**src/rtl/ann_accuracy_window.sv**
```systemverilog
`default_nettype none
//==============================================================================
// Module : ann_accuracy_window
// Sliding-window inference scoreboard with a multicycle percent-accuracy divider.
// Rev    : 1.0
//==============================================================================
module ann_accuracy_window #(
    parameter int NUM_CLASSES = 10,
    parameter int WINDOW      = 300,
    parameter int MATCH_MODE  = 0,
    parameter int ACC_W       = 9,
    parameter int CNT_W       = $clog2(WINDOW + 1)
) (
    input  logic                   clk,
    input  logic                   rst_overall_n,
    input  logic                   clear,
    input  logic                   sample_valid,
    input  logic [NUM_CLASSES-1:0] expected_output,
    input  logic [NUM_CLASSES-1:0] obtained_output,
    output logic [CNT_W-1:0]       correct_cnt,
    output logic [CNT_W-1:0]       total_cnt,
    output logic                   last_correct,
    output logic [ACC_W-1:0]       accuracy,
    output logic                   acc_valid,
    output logic                   busy
);

    localparam int C_PTR_W  = $clog2(WINDOW);
    localparam int C_DIV_W  = CNT_W + 7;
    localparam int C_ITER_W = $clog2(C_DIV_W);
    localparam int C_REM_W  = CNT_W + 1;

    typedef enum logic [1:0] {
        S_IDLE = 2'd0,
        S_LOAD = 2'd1,
        S_DIV  = 2'd2,
        S_DONE = 2'd3
    } state_t;

    state_t                r_state;
    state_t                w_next;
    logic                  w_load;
    logic                  w_div;
    logic                  w_score;
    logic                  w_accept;
    logic                  w_old;
    logic [WINDOW-1:0]     r_hist;
    logic [C_PTR_W-1:0]    r_wptr;
    logic [CNT_W-1:0]      r_correct;
    logic [CNT_W-1:0]      r_total;
    logic                  r_last;
    logic                  r_dirty;
    logic [C_DIV_W-1:0]    r_num;
    logic [CNT_W-1:0]      r_den;
    logic [CNT_W-1:0]      r_rem;
    logic [C_ITER_W-1:0]   r_iter;
    logic [ACC_W-1:0]      r_acc;
    logic                  r_acc_valid;
    logic [C_REM_W-1:0]    w_trial;
    logic [C_REM_W-1:0]    w_sub;
    logic                  w_ge;
    logic [C_DIV_W-1:0]    w_q_next;
    logic                  w_last_iter;

    generate
        if (MATCH_MODE == 0) begin : g_exact
            assign w_score = (expected_output == obtained_output);
        end else begin : g_onehot
            logic w_onehot;
            assign w_onehot = (obtained_output != '0) &&
                              ((obtained_output & (obtained_output - NUM_CLASSES'(1))) == '0);
            assign w_score  = w_onehot && ((obtained_output & expected_output) != '0);
        end
    endgenerate

    assign w_accept = sample_valid && !clear;
    assign w_old    = r_hist[r_wptr];

    // Once the window is full the slot being overwritten holds the oldest score
    always_ff @(posedge clk or negedge rst_overall_n) begin
        if (!rst_overall_n) begin
            r_hist    <= '0;
            r_wptr    <= '0;
            r_correct <= '0;
            r_total   <= '0;
            r_last    <= 1'b0;
        end else if (clear) begin
            r_hist    <= '0;
            r_wptr    <= '0;
            r_correct <= '0;
            r_total   <= '0;
            r_last    <= 1'b0;
        end else if (w_accept) begin
            r_hist[r_wptr] <= w_score;
            r_wptr         <= (r_wptr == C_PTR_W'(WINDOW - 1)) ? '0 : r_wptr + C_PTR_W'(1);
            r_last         <= w_score;
            if (r_total < CNT_W'(WINDOW)) begin
                r_total <= r_total + CNT_W'(1);
                if (w_score) r_correct <= r_correct + CNT_W'(1);
            end else if (w_score && !w_old) begin
                r_correct <= r_correct + CNT_W'(1);
            end else if (!w_score && w_old) begin
                r_correct <= r_correct - CNT_W'(1);
            end
        end
    end

    // A sample landing in the LOAD cycle is not in the snapshot, so it must win
    always_ff @(posedge clk or negedge rst_overall_n) begin
        if (!rst_overall_n) begin
            r_dirty <= 1'b0;
        end else if (clear) begin
            r_dirty <= 1'b0;
        end else if (w_accept) begin
            r_dirty <= 1'b1;
        end else if (w_load) begin
            r_dirty <= 1'b0;
        end
    end

    always_ff @(posedge clk or negedge rst_overall_n) begin
        if (!rst_overall_n) begin
            r_state <= S_IDLE;
        end else begin
            r_state <= w_next;
        end
    end

    assign w_last_iter = (r_iter == C_ITER_W'(C_DIV_W - 1));

    always_comb begin
        w_next = r_state;
        w_load = 1'b0;
        w_div  = 1'b0;
        busy   = 1'b0;
        case (r_state)
            S_IDLE: begin
                if (r_dirty) w_next = S_LOAD;
            end
            S_LOAD: begin
                busy   = 1'b1;
                w_load = 1'b1;
                w_next = (r_total == '0) ? S_DONE : S_DIV;
            end
            S_DIV: begin
                busy  = 1'b1;
                w_div = 1'b1;
                if (w_last_iter) w_next = S_DONE;
            end
            S_DONE: begin
                w_next = S_IDLE;
            end
            default: begin
                w_next = S_IDLE;
            end
        endcase
        if (clear) begin
            w_next = S_IDLE;
            w_load = 1'b0;
            w_div  = 1'b0;
        end
    end

    // Restoring step: dividend shifts out of r_num MSB while quotient bits shift in
    assign w_trial  = {r_rem, r_num[C_DIV_W-1]};
    assign w_sub    = w_trial - {1'b0, r_den};
    assign w_ge     = (w_trial >= {1'b0, r_den});
    assign w_q_next = {r_num[C_DIV_W-2:0], w_ge};

    always_ff @(posedge clk or negedge rst_overall_n) begin
        if (!rst_overall_n) begin
            r_num       <= '0;
            r_den       <= '0;
            r_rem       <= '0;
            r_iter      <= '0;
            r_acc       <= '0;
            r_acc_valid <= 1'b0;
        end else begin
            r_acc_valid <= clear || (w_next == S_DONE);
            if (clear) begin
                r_acc <= '0;
            end else if (w_load) begin
                r_num  <= C_DIV_W'(r_correct) * C_DIV_W'(100);
                r_den  <= r_total;
                r_rem  <= '0;
                r_iter <= '0;
                if (r_total == '0) r_acc <= '0;
            end else if (w_div) begin
                r_num  <= w_q_next;
                r_rem  <= CNT_W'(w_ge ? w_sub : w_trial);
                r_iter <= r_iter + C_ITER_W'(1);
                if (w_last_iter) r_acc <= ACC_W'(w_q_next[6:0]);
            end
        end
    end

    assign correct_cnt  = r_correct;
    assign total_cnt    = r_total;
    assign last_correct = r_last;
    assign accuracy     = r_acc;
    assign acc_valid    = r_acc_valid;

endmodule
`default_nettype wire

```
**config.mk**
```make
export PLATFORM = sky130hd
export DESIGN_NAME = ann_accuracy_window
export DESIGN_NICKNAME = d
export VERILOG_FILES = /design/src/rtl/ann_accuracy_window.sv
export SDC_FILE = /design/constraint.sdc
export NUM_CORES = 1
export LEC_CHECK = 0
export CAP_MARGIN = 40
export CORE_MARGIN = 4
export CORE_UTILIZATION = 45
export CTS_CLUSTER_SIZE = 14
export DETAILED_ROUTE_END_ITERATION = 7
export GPL_TIMING_DRIVEN = 0
export PLACE_DENSITY_LB_ADDON = 0.2
export SLEW_MARGIN = 20
export SYNTH_ARGS = -nofsm -noshare
export SYNTH_HDL_FRONTEND = slang
export SYNTH_SLANG_ARGS = --single-unit
```
**constraint.sdc**
```tcl
create_clock -name clk -period 5.8 [get_ports clk]
set_input_delay 1.45 -clock clk [delete_from_list [all_inputs] [get_ports clk]]
set_output_delay 1.45 -clock clk [all_outputs]
set_load 0.02 [all_outputs]
```
* Word level (Yosys, flattened, before mapping) *
Index checks and enable logic that the tools add are counted.

storage, ports and cells
  bits in registers = 379
  bits of input ports = 24
  output and inout bits = 30
  logic and storage cells = 103

operators by class
  $add $sub $neg = 6
  multiply operators = 1
  magnitude comparators = 4
  eq/ne operators = 9
  multiplexer cells = 46
  bitwise logic cells = 1
  reductions and logical operators = 23

operator list
  kind                    count
  $mux W300               2
  $bwmux W300             1
  $mux W9                 20
  $mux W16                2
  $add A9 B1 Y9 const B   3
  $mul A9 B5 Y14 const B  1
  $mux W1                 13
  $eq A10 B10 Y1          1
  $ge A10 B9 Y1           1
  $lt A9 B10 Y1 const B   1
  $bmux W1 S9             1
  $demux W1 S9            1
  $eq A9 B9 Y1 const B    1
  $ge A9 B1 Y1 const B    1
  $logic_not A9 Y1        1
  $lt A9 B9 Y1 const B    1
  $reduce_bool A3 Y1      3
  $sub A9 B1 Y9 const B   1
  $sub A9 B9 Y9           1
  $mux W4                 2
  $pmux W2 S4             1
  $eq A2 B2 Y1 const B    3
  $mux W2                 3
  $reduce_and A2 Y1       3
  14 further kinds        22

* Depth between registers and ports, before layout *
Gate-level depths: netlist (run 1).

  depth in word-level cells = 8
  gate-level depth with buffers = 18
  depth with buffers taken out = 13

* Least setup slack after synthesis (run 1) *
Ideal clock, no wire load.

  path kind = input -> register
  start = input obtained_output[1]
  end = register r_correct[7] (netlist: correct_cnt[7])
  library setup time = 0.083 ns
  arrival = 3.473 ns
  required time = 5.717 ns
  path slack = 2.244 ns
  cell stages on the path = 10
  buffers on the path = 1
  path through = xnor2_1 > nand4_1 > nor4_2 > clkbuf_1 > ha_1 > inv_1 > mux2_2 > a21oi_1 > or4_1 > o21ai_0

between the ends
  cells in the longest elaborated chain, start to end = 6
  elaborated cells between the ends (all ways) = 11
  those cells by class = eq/ne (2); mux (4); reduce/logical (5)

ends and longest elaborated chain
  what                  RTL line  text
  from (decl)           19        input logic [NUM_CLASSES-1:0] obtained_output,
  $eq A10 B10 Y1 *      67        assign w_score = (expected_output == obtained_output);
  $logic_and A1 B1 Y1   100       end else if (w_score && !w_old) begin
  $mux W9               100
  $mux W9               97        if (r_total < CNT_W'(WINDOW)) begin
  $mux W9               93        end else if (w_accept) begin
  $mux W9               87        end else if (clear) begin
  to (signal assigned)  99        if (w_score) r_correct <= r_correct + CNT_W'(1);
  to (signal assigned)  101       r_correct <= r_correct + CNT_W'(1);
  to (signal assigned)  103       r_correct <= r_correct - CNT_W'(1);
  to (decl)             49        logic [CNT_W-1:0] r_correct;

Every way passes the cells marked *; elsewhere a longest branch is shown, timed or not. The select of a mux whose other input is x is not followed.
A chain may end at the register's enable or synchronous reset.

* Worst setup path in the final report (run 1) *
  start = register r_wptr[1]
  end = register r_correct[5] (netlist: correct_cnt[5])

between the ends
  cells in the longest elaborated chain, start to end = 8
  elaborated cells between the ends (all ways) = 11
  those cells by class = mux (6); reduce/logical (5)

ends and longest elaborated chain
  what                             RTL line  text
  from (decl)                      48        logic [C_PTR_W-1:0] r_wptr;
  from (signal assigned)           95        r_wptr <= (r_wptr == C_PTR_W'(WINDOW - 1)) ? '0 : r_wptr + C_PTR_W'(1);
  $bmux W1 S9 *                    77        assign w_old = r_hist[r_wptr];
  $mux W1 (not written as such) *  77
  $logic_not A1 Y1                 100
  $logic_and A1 B1 Y1              100
  $mux W9                          100
  $mux W9                          97
  $mux W9                          93
  $mux W9                          87

Marked as above.

==> summary by stage, run 1 <==
CTS
The setup fix buffers added after clock tree synthesis is 0. After clock tree synthesis, the clock-pin slew on the worst setup and hold paths is 0.06 ns. The CTS sink count is 377. The number of instances resized during post-cts repair is 0. The clock tree from TritonCTS is built.

In this run, post-CTS hold repair placed 0 buffers. The H-tree was split into 2 levels. The tree is rooted in a sky130_fd_sc_hd__clkbuf_16.

The maximum number of buffers from clock root to sink is 3. The worst-skew pair later-pin latency is 0.58 ns. Buffers inserted during clock tree synthesis total 44.

Yosys
The synthesized netlist contains 62 unique library cells. The synthesized area is 19800 sq um. The share of synthesized area occupied by flip-flops and latches is 47.6%.

After synthesis, the cell types taking the most area are sky130_fd_sc_hd__dfrtp_1 48%, sky130_fd_sc_hd__o211ai_1 11%, sky130_fd_sc_hd__o21ai_0 8.9%. In this run the biggest area consumer among cell types represents a little under half of the synthesized area. The proportion of synthesized flip-flops having asynchronous set or reset is 100%. The average instance in the mapped netlist occupies 10.6 sq um. The Yosys warning count is 0. After synthesis, the most frequently instantiated cells are 377 x sky130_fd_sc_hd__dfrtp_1, 351 x sky130_fd_sc_hd__o21ai_0, 285 x sky130_fd_sc_hd__o211ai_1. Yosys mapped a number of flops with a built-in enable equal to 0. The number of standard cells after synthesis is 1876.

The synthesized design spends more area on one cell type than any other, namely sky130_fd_sc_hd__dfrtp_1. The flop and latch count out of synthesis is 377. The most used standard cell by instance count after synthesis is sky130_fd_sc_hd__dfrtp_1.

For this run, the leading register cell type out of synthesis is sky130_fd_sc_hd__dfrtp_1.

Worst setup path
The critical path is of the flop to flop type. Counting cells, the worst reg-to-reg path comes to 15. The critical path goes through buf_2, buf_2, buf_2, buf_2, mux4_2, o21ai_0, o2111ai_1, o211ai_1, and4b_1, ha_1, nor3_1, buf_2, mux2i_1, a211oi_1, a31o_2. Data on the critical path arrives at its endpoint at roughly 5.5 ns. The kind of capture point of the worst setup path is a flop. The worst-path maximum fanout is 10. The required time of the worst setup path is 6.27 ns.

The kind of start point of the critical path is a flop. The largest single stage delay on the critical path is 0.55 ns. In this design, the critical path's most frequently occurring cell is sky130_fd_sc_hd__buf_2.

On the critical path, the stage with the largest delay is an instance of sky130_fd_sc_hd__nor3_1.

Floorplanning
The cell row count is 76. The die covers 47500 sq um. Measured along the x axis, the die boundary spans 218 um.

The boundary pin count is 54. The vertical die dimension is 218 um. The area of the core is between 40000 and 50000 sq um. Once the floorplan was initialized, standard cells occupied 45.7% of the core.

STA
Setup repair after global routing left no endpoint under its margin. The worst hold margin is roughly 0.49 ns. The transition time at the pin with the least slew margin is 0.911 ns. The total count of max-transition violations in the final report is 0. Between clock sinks in the finished design, the worst skew comes to 0.0142 ns. After layout, the worst path uses a little under 90% of the clock period. The clock period minus final worst setup slack is 5.07 ns.

The maximum clock rate is 197 MHz. The final number of hold-violating endpoints is 0. Headroom to the max-slew limit came out at 39.1%.

Setup violations remaining at the end of the flow were counted as 0.

Finish
The finished cells cover 22800 sq um. The net count of the finished layout is roughly 2100. Cells with a size suffix above 1 make up 8.57% of the layout. The area growth from synthesis to final layout is 14.8%. The number of antenna diodes in the final layout is 0. The filler cell count in the final layout is 3919.

Pwr
The net switching power figure is 1.86 mW. The largest voltage drop on the vdd net is 0.285 mV. Dividing total power by cell area gives a power density of between 200 and 300 nW/um^2.

Of the total power, the clock network draws between 40% and 50%. The part of the total power dissipated in combinational logic is 14.9%. The internal power consumption is 4.83 mW. In this run, flip-flops and latches consume between 40% and 50% of the power.

Net switching is between 20 and 30% of the power. The analysis attributes to cell leakage a power of 9.41 nW.

Place
The wire-length estimate of the detail-placed layout is 46300 um. The number of input and output port buffers inserted is ~50. Routability-driven placement finished with a final weighted congestion of 0.934. The placed instance area is 21200 sq um.

Global route
Global routing consumed, over all layers together, 29.5% of the routing resources. The number of antenna violations at the first check in global routing is 0. The first global-routing pass estimated 107000 um of wire. Entering global routing, the biggest net connects 100 pins. The total congestion overflow is 0. The via count of the first global-routing pass came to 17000.

Routing
The number of DRC markers after the initial detailed-route iteration is ~2000. The antenna violation net count after detailed routing is 0. The count of TritonRoute iterations in the first routing pass is 7. The detailed-route wire length per cell is 27.1 um. For this run, design rule violations remaining after detail routing come to 0. Summing over every cut layer, the via total after detailed routing is 17400.

The final layout contains routed wiring with a total length of slightly above 70000 um. The ratio of routed vias to standard cells is 6.67.

Outcome
The flow ran to the end, and the final reports show no timing, DRC or antenna violations.

Hold path
Along the worst hold path, the cell count comes to 2. The min-delay analysis places its worst path in the category flop to flop.

Flow run
The max-cap violation count is 0.
## layout by cell type (no fill, tap or decap), types with 10 or more instances in the layout
| cell type | count |
|---|---|
| sky130_fd_sc_hd__a21o_1 | 12 |
| sky130_fd_sc_hd__a21oi_1 | 51 |
| sky130_fd_sc_hd__a22o_1 | 13 |
| sky130_fd_sc_hd__a22oi_1 | 25 |
| sky130_fd_sc_hd__a31oi_1 | 14 |
| sky130_fd_sc_hd__and2_1 | 10 |
| sky130_fd_sc_hd__buf_2 | 17 |
| sky130_fd_sc_hd__buf_6 | 14 |
| sky130_fd_sc_hd__clkbuf_1 | 165 |
| sky130_fd_sc_hd__clkbuf_16 | 46 |
| sky130_fd_sc_hd__clkdlybuf4s50_1 | 48 |
| sky130_fd_sc_hd__clkinv_2 | 12 |
| sky130_fd_sc_hd__dfrtp_1 | 377 |
| sky130_fd_sc_hd__ha_1 | 62 |
| sky130_fd_sc_hd__inv_1 | 45 |
| sky130_fd_sc_hd__mux2i_1 | 31 |
| sky130_fd_sc_hd__mux4_1 | 23 |
| sky130_fd_sc_hd__mux4_2 | 46 |
| sky130_fd_sc_hd__nand2_1 | 91 |
| sky130_fd_sc_hd__nand3_1 | 42 |
| sky130_fd_sc_hd__nand4_1 | 19 |
| sky130_fd_sc_hd__nor2_1 | 52 |
| sky130_fd_sc_hd__nor2b_1 | 15 |
| sky130_fd_sc_hd__o211ai_1 | 285 |
| sky130_fd_sc_hd__o21ai_0 | 351 |
| sky130_fd_sc_hd__xnor2_1 | 18 |
| sky130_fd_sc_hd__xor2_1 | 12 |
## cell type report
cell class,count,area (sq um),share of cell area (%)
clock inverter,19,235,1.03
clock buffer,59,1240,5.45
buffer,190,817,3.59
timing repair buffer,64,723,3.18
sequential,377,9430,41.4
multi-input combinational,1265,9420,41.4
inverter,45,169,0.742
tap,585,732,3.21
## metrics by stage
step | TNS [ns] | worst slack, ns | cells | power, mW | utilization [%]
floorplan | 0 | 2.24 | 1877 | 3.49 | -
global placement | -5001.94 | -13.30 | 2511 | 3.81 | 48.6
detailed placement | 0 | 0.890 | 2519 | 3.83 | 48.9
CTS | 0 | 0.839 | 2597 | 6.69 | 52.3
global route | 0 | 0.503 | 2604 | 6.92 | 52.5
finish | 0 | 0.727 | 2604 | 6.69 | 52.5
## metal layers
layer	GRT usage [%]	share of wire, %	up-vias
li1	-	-	7352
met3	8.16	11	229
met1	39.3	39	8729
met4	13.0	4.8	0
met5	0	0	-
met2	45.3	45	1061
## critical path, delay by kind of cell (launching register included)
kind / cells / cell delay [ns]
AO/OA/AOI/OAI: 5 / 0.85
AND/OR/NAND/NOR: 2 / 0.80
buffers and inverters: 5 / 2.14
multiplexers: 2 / 0.59
flip-flops: 1 / 0.38
adder cells (fa/ha/maj): 1 / 0.18
## sequential cells by signal, summed over array words and instances, names as in the netlist
register / flops
r_hist: 300
r_num: 16
correct_cnt: 9
r_den: 9
r_rem: 9
r_wptr: 9
total_cnt: 9
accuracy: 7
r_iter: 4
r_state: 2
acc_valid: 1
last_correct: 1
r_dirty: 1
## power by group through the flow
stage	Clock, mW	Sequential [mW]	Combinational (mW)
floorplan	0	2.83	0.658
global placement	0	2.85	0.959
global route	3.02	2.81	1.09
CTS	2.90	2.80	0.990
detailed placement	0	2.84	0.986
finish	2.89	2.80	0.999
## final timing paths
path | start | endpoint | slack [ns]
max | r_wptr[1] | correct_cnt[5] | 0.73
min reg2reg | r_den[0] | r_den[0] | 0.49
max reg2reg | r_wptr[1] | correct_cnt[5] | 0.73
max in group asynchronous | rst_overall_n | r_hist[23] | 3.77
min | r_den[0] | r_den[0] | 0.49
min in group asynchronous | rst_overall_n | accuracy[0] | 0.78
## kinds of logic after synthesis
family	Yosys count	synth area share [%]
and+or+nand+nor	268	6.52
other	1	0.0189
DFF	377	47.6
adders and majority gates	67	4.42
muxes	108	10.3
buffers and inverters	235	4.97
AOI/OAI and AO/OA	790	24.9
xor gates and xnor gates	30	1.32
(Power assumes the default switching activity.)
==> inputs of run 2 (changes only) <==
Settings changed: REMOVE_ABC_BUFFERS set to 1.
==> summary by stage, run 2 (synthesis results as in run 1) <==
Finish
The final layout net count is 1935 (-6.9%). The share of post-route cells with drive strength above 1 is 11.0% (+2.4 points). In the final layout, the registers with the most flip-flops are r_hist x300, r_num x16. The total non-filler cell area in the finished layout is 22800 sq um (+0.23%). The number of antenna repair diodes was 0 (unchanged).

Leaving out fill and tap cells, the most frequent cells in the layout are 374 x sky130_fd_sc_hd__dfrtp_1, 351 x sky130_fd_sc_hd__o21ai_0, 285 x sky130_fd_sc_hd__o211ai_1, 91 x sky130_fd_sc_hd__nand2_1, 62 x sky130_fd_sc_hd__ha_1. The final design utilization is 52.6% (+0.12 points). The area growth from synthesis to final layout is 15.1%. The largest register by flop count is r_hist. The flip-flop count of the largest register, all copies and words added is 300 (unchanged). The library cell used most frequently in the layout, excluding fill and tap cells, is sky130_fd_sc_hd__dfrtp_1.

CTS
The clock transition time at the flip-flop clock pins of the worst setup and hold paths was 0.06 ns (about the same). The number of buffers created by CTS is 42 (-4.5%). The CTS sink count was 377 (unchanged). TritonCTS built the clock tree.

The total number of H-tree levels is 2 (unchanged). CTS placed an instance of sky130_fd_sc_hd__clkbuf_16 at the clock tree root. The maximum number of buffers from clock root to sink was 3 (unchanged). The worst-skew pair later-pin latency is 0.56 ns (-0.02 ns). The number of instances resized during post-cts repair is 0 (unchanged). The setup fix buffers added after clock tree synthesis is 0 (unchanged). The hold-fix buffer count after cts came to 0 (unchanged).

Routing
The number of DRC markers after the initial detailed-route iteration is 1557 (-23%). The total wirelength of the detailed-routed design is 56500 um (-20%). The antenna violation net count after detailed routing came to 0 (unchanged). The detailed-route wire length per cell was 23.0 um (-15%). The ratio of routed vias to standard cells is 6.36 (-4.7%). The DRC violations left is 0 (unchanged). The count of TritonRoute iterations in the first routing pass is 5 (-2). The number of vias in the routed layout was 15600 (-9.9%).

STA
The final worst clock skew is 0.0115 ns (-0.00275 ns). The final worst-path cycle share is 83.0% (-4.4 points). The headroom to the max-slew limit is 41.3% (+2.3 points). The total count of max-transition violations in the final report is 0 (unchanged).

The transition time at the pin with the least slew margin is 0.876 ns (-0.0352 ns). The sum of negative setup slack is 0 ns (unchanged). The number of setup violations in the final report is 0 (unchanged). The clock period minus final worst setup slack is 4.82 ns (-0.257 ns).

The final number of hold-violating endpoints is 0 (unchanged). Setup repair after global routing left no endpoint under its margin. The post-route worst setup slack is 0.985 ns (+0.257 ns).

The worst hold margin was 0.488 ns (+0.00142 ns). The maximum clock rate is 208 MHz (+5.3%).

Global route
The total global-route track usage is 23.7% (-5.8 points). The number of antenna violations at the first check in global routing is 0 (unchanged). The maximum number of pins on one net before global-route repair is 114 (+14%). The total congestion overflow is 0 (unchanged). The via count of the first global-routing pass is 15500 (-9.0%).

The first-pass GRT wire length is 89700 um (-16%).

Place
The final HPWL from detailed placement was 35500 um (-23%). The worst-case setup slack after placement is 0.966 ns (+0.0759 ns). The placed instance area is 21200 sq um (+0.15%).

The weighted congestion reported at the end of routability-driven placement is 0.843 (-9.7%). The number of input and output port buffers inserted is 51 (+4.1%).

Pwr
The power density over the cells is 290 nW/um^2 (-1.3%). The largest voltage drop on the vdd net is 0.199 mV (-30%). The part of the total power dissipated in combinational logic is 14.3% (-0.6 points). The internal power consumption is 4.84 mW (+0.20%). The switching share of total power is 26.9% (-0.90 points). The leakage power summed over all cells is 9.46 nW (+0.46%). The fraction of power consumed by the clock network is 43.2% (about the same). The net switching power figure is 1.78 mW (-4.2%). The sequential fraction of design power is 42.5% (+0.6 points).

Worst setup path
The number of cells traversed by the worst register-to-register path is 14 (-1). The arrival time reported for the critical path endpoint is 5.22 ns (-0.32 ns). The most numerous cell type found on the critical path is sky130_fd_sc_hd__a21oi_1. The most critical setup path has its endpoint at correct_cnt[2]. For this design, the slowest cell found on the critical path is sky130_fd_sc_hd__dfrtp_4.

The worst-path maximum fanout was 38 (+28). The worst register-to-register path begins at r_wptr[0]. The setup path with the least slack is of type flop to flop. The kind of start point of the critical path is a flop. The delay contributed by the slowest stage of the critical path is 0.92 ns (+0.37 ns). The worst reg-to-reg setup slack is 0.98 ns (+0.26 ns). The kind of capture point of the worst setup path is a flop.

The signal on the critical path passes through buf_16, mux4_1, a22o_1, a221oi_1, o22ai_1, nor3_2, and3_1, and4b_1, ha_1, inv_1, mux2_2, a21oi_1, or3_1, a21oi_1. The timing startpoint of the critical path is r_wptr[0]. The required time of the worst setup path was 6.20 ns (-0.07 ns). The endpoint of the worst register-to-register path is correct_cnt[2].

Floorplanning
The die boundary width is 218 um (unchanged). The vertical die dimension is 218 um (unchanged). The starting density of the core is 45.7% (unchanged). The full die area is 47500 sq um (unchanged). The boundary pin count is 54 (unchanged).

The cell row count was 76 (unchanged). The area of the core is 43400 sq um (unchanged).

Hold path
The startpoint of the lowest-slack hold path is r_iter[3]. The number of cells on the worst hold path is 1 (-1). The worst hold path belongs to the class flop to flop.

Flow run
The max-cap violation count is 0 (unchanged).

Outcome
The flow ran to the end, and the final reports show no timing, DRC or antenna violations.
run 2: cell types whose count changed in the layout (fill, tap and decap cells not counted), sizes merged:
cell	previous run	this run
clkbuf	215	66
buf	50	64
clkinv	13	6
clkinvlp	0	2
bufinv	5	4
inv	46	45
run 2: area by class of cell:
type                       count  area [sq um]
multi-input combinational   1265          9470
sequential                   377          9440
clock buffer                  65          1310
timing repair buffer         113          1500
clock inverter                12           188
fill                        3856         20500
inverter                      45           176
tap                          585           732
run 2: stage by stage:
stage          power (mW)  instances
2_1_floorplan        3.46       1687
3_3_place_gp         3.76       2323
3_5_place_dp         3.80       2379
4_1_cts              6.67       2456
5_1_grt              6.90       2462
6_report             6.62       2462
run 2: worst min-delay path by stage:
stage | endpoint | slack (ns)
floorplan | r_iter[3] | 0.44
global placement | r_iter[3] | 0.47
finish | r_iter[3] | 0.49
detailed placement | r_den[8] | 0.48
CTS | r_iter[3] | 0.48
global route | r_rem[8] | 0.53
run 2: routing by layer:
layer / wire, um / GRT usage [%] / share of wire (%)
met5: 0 / 0 / 0
met2: 26700 / 38.1 / 47
met1: 24400 / 32.7 / 43
met3: 3580 / 4.08 / 6.3
met4: 1850 / 8.32 / 3.3
run 2: critical path, delay by kind of cell, from the launching register on:
kind / cells / cell delay (ns)
fa+ha+maj: 1 / 0.13
buf+inv: 2 / 0.37
compound gates: 5 / 1.41
simple gates: 4 / 0.86
mux: 2 / 0.91
flops: 1 / 0.92
run 2: power by group through the flow:
| stage | registers (mW) | logic, mW | clock network [mW] |
|---|---|---|---|
| finish | 2.81 | 0.948 | 2.86 |
| global route | 2.83 | 1.06 | 3.02 |
| CTS | 2.81 | 0.950 | 2.91 |
| detailed placement | 2.86 | 0.944 | 0 |
| global placement | 2.89 | 0.867 | 0 |
| floorplan | 2.86 | 0.596 | 0 |
==> inputs of run 3 (changes only) <==
Clock period 5.8 ns to 4.87 ns, I/O delays scaled along.
==> summary by stage, run 3 (synthesis results as in run 1) <==
Outcome
The run finished with clean final reports.

Routing
The count of TritonRoute iterations in the first routing pass is 6 (+1). The total wirelength of the detailed-routed design is 56700 um (+0.36%). The number of vias in the routed layout was 15700 (+0.58%). The detailed-route wire length per cell was 23.0 um (+0.32%). The antenna violation net count after detailed routing is 0 (unchanged). The ratio of routed vias to standard cells is 6.39 (+0.53%). The DRC violations left came to 0 (unchanged). The number of DRC markers after the initial detailed-route iteration is 1420 (-8.8%).

Pwr
The largest voltage drop on the vdd net is 0.239 mV (+20%). The part of the total power dissipated in combinational logic is 14.4% (about the same). The fraction of power consumed by the clock network was 43.1% (about the same).

The switching share of total power is 26.9% (about the same). The power density over the cells is 345 nW/um^2 (+19%). The leakage power summed over all cells is 9.47 nW (+0.10%).

The total power draw is 7.88 mW (+19%). The net switching power figure came to 2.12 mW (+19%). The sequential fraction of design power is 42.4% (about the same). The internal power consumption is 5.76 mW (+19%).

CTS
The worst-skew pair later-pin latency was 0.56 ns (about the same). TritonCTS built the clock tree. The CTS sink count was 377 (unchanged). The total number of H-tree levels is 2 (unchanged).

The clock transition time at the flip-flop clock pins of the worst setup and hold paths is 0.06 ns (about the same). The maximum number of buffers from clock root to sink is 3 (unchanged). The library cell used as clock root buffer is sky130_fd_sc_hd__clkbuf_16. The number of buffers created by CTS was 42 (unchanged).

Finish
The final layout net count is 1936 (+0.052%). The library cells used most frequently in the layout, excluding fill and tap cells, are 374 x sky130_fd_sc_hd__dfrtp_1, 351 x sky130_fd_sc_hd__o21ai_0, 285 x sky130_fd_sc_hd__o211ai_1, 90 x sky130_fd_sc_hd__nand2_1, 62 x sky130_fd_sc_hd__ha_1. In the final layout, the registers with the most flip-flops are r_hist x300, r_num x16. The area growth from synthesis to final layout is 15.2% (about the same). The flip-flop count of the largest register, all copies and words added is 300 (unchanged). The library cell used most frequently in the layout, excluding fill and tap cells, is sky130_fd_sc_hd__dfrtp_1. The number of antenna repair diodes is 0 (unchanged). The share of post-route cells with drive strength above 1 came to 11.1% (+0.10 points).

The largest register by flop count is r_hist.

Worst setup path
The arrival time reported for the critical path endpoint was 5.01 ns (-0.21 ns). The required time of the worst setup path is 5.27 ns (-0.93 ns). The worst-path maximum fanout was 34 (-11%).

STA classifies the critical path startpoint as a flop. The category of the most critical setup path is flop to flop. STA classifies the critical path endpoint as a flop.

Place
The weighted congestion reported at the end of routability-driven placement is 0.843 (unchanged). The number of input and output port buffers inserted was 51 (unchanged). The final HPWL from detailed placement was 35500 um (unchanged).

Hold path
The worst hold path belongs to the class flop to flop.

Floorplanning
The area of the core is 43400 sq um (unchanged). The full die area is 47500 sq um (unchanged). The boundary pin count is 54 (unchanged). The cell row count is 76 (unchanged). The starting density of the core came to 45.7% (unchanged). The vertical die dimension is 218 um (unchanged). The die boundary width came to 218 um (unchanged).

STA
The final number of hold-violating endpoints is 0 (unchanged). The worst hold margin is 0.486 ns (-0.00195 ns). The clock period minus final worst setup slack is 4.60 ns (-0.212 ns). The transition time at the pin with the least slew margin came to 0.888 ns (+0.0126 ns). Setup repair after global routing left no endpoint under its margin.

The final worst clock skew was 0.0135 ns (+0.00202 ns). The maximum clock rate is 217 MHz (+4.6%). The total count of max-transition violations in the final report is 0 (unchanged). The number of setup violations in the final report was 0 (unchanged). The final worst-path cycle share is 94.5% (+11 points). The headroom to the max-slew limit came to 40.6% (-0.69 points).

Global route
The via count of the first global-routing pass was 15500 (+0.21%). The total global-route track usage is 23.8% (+0.051 points). The number of antenna violations at the first check in global routing is 0 (unchanged). The total congestion overflow is 0 (unchanged). The first-pass GRT wire length is 89800 um (+0.15%). The maximum number of pins on one net before global-route repair came to 114 (unchanged).

Flow run
The max-cap violation count is 0 (unchanged).
run 3: cell types whose count changed in the layout (fill, tap and decap cells not counted):
cell | before | now
sky130_fd_sc_hd__buf_12 | 1 | 2
sky130_fd_sc_hd__nand2_1 | 91 | 90
sky130_fd_sc_hd__nand2_2 | 0 | 1
run 3: what timing repair did:
item,4_1_cts,5_1_grt
setup buffers,1,0
pin swaps,0,0
hold buffers,0,0
cloned,0,0
setup endpoints to repair,1,2
gates resized for setup,0,1
run 3: routing by layer:
layer / routed length, um / global-route usage, % / part of all wire (%) / up-vias
met5: 0 / 0 / 0 / -
met4: 1930 / 8.49 / 3.4 / 0
met3: 3880 / 4.14 / 6.8 / 123
met2: 26800 / 38.1 / 47 / 559
met1: 24100 / 32.7 / 43 / 7976
li1: - / - / - / 7080
run 3: worst max-delay path: stages (launching register included):
cell and delay, ns:
sky130_fd_sc_hd__dfrtp_4 0.72, sky130_fd_sc_hd__buf_16 0.31, sky130_fd_sc_hd__mux4_1 0.62, sky130_fd_sc_hd__a22o_1 0.28
sky130_fd_sc_hd__a221oi_1 0.33, sky130_fd_sc_hd__o22ai_1 0.16, sky130_fd_sc_hd__nor3_2 0.12, sky130_fd_sc_hd__and3_1 0.26
sky130_fd_sc_hd__and4b_1 0.28, sky130_fd_sc_hd__ha_1 0.13, sky130_fd_sc_hd__inv_1 0.04, sky130_fd_sc_hd__mux2_2 0.29
sky130_fd_sc_hd__a21oi_1 0.57, sky130_fd_sc_hd__or3_1 0.21, sky130_fd_sc_hd__a21oi_1 0.06
run 3: path summary, 6_finish.rpt:
check | slack (ns) | startpoint | end | depth (start not counted)
max in group asynchronous | 3.22 | rst_overall_n | r_hist[122] | 3
setup reg to reg | 0.27 | r_wptr[0] | correct_cnt[2] | 14
setup / recovery | 0.27 | r_wptr[0] | correct_cnt[2] | 14
hold reg to reg | 0.49 | r_iter[3] | r_iter[3] | 1
min in group asynchronous | 0.58 | rst_overall_n | r_den[0] | 1
hold / removal | 0.49 | r_iter[3] | r_iter[3] | 1
run 3: final cells by class:
type	instances	area, sq um
multi-input cells	1265	9480
clock buffers	65	1310
well taps	585	732
repair buffers	114	1520
fillers	3853	20500
clock inverters	12	188
inverters	45	176
flip-flops and latches	377	9440
run 3: power by group through the flow:
stage / clock network, mW / registers, mW / logic [mW]
6_report: 3.40 / 3.35 / 1.14
5_1_grt: 3.60 / 3.36 / 1.27
4_1_cts: 3.47 / 3.34 / 1.14
3_5_place_dp: 0 / 3.41 / 1.12
3_3_place_gp: 0 / 3.44 / 1.03
2_1_floorplan: 0 / 3.41 / 0.709
run 3: through the flow:
step / setup slack (ns) / instances / cell area (sq um) / TNS (ns) / util, %
2_1_floorplan: -3.43 / 1687 / 19000 / -670.18 / -
3_3_place_gp: -14.21 / 2323 / 20300 / -8034.09 / 46.7
3_5_place_dp: 0.0363 / 2379 / 21200 / 0 / 49.0
4_1_cts: 0.0502 / 2457 / 22800 / 0 / 52.5
5_1_grt: 0.0110 / 2463 / 22800 / 0 / 52.7
6_report: 0.267 / 2463 / 22800 / 0 / 52.7
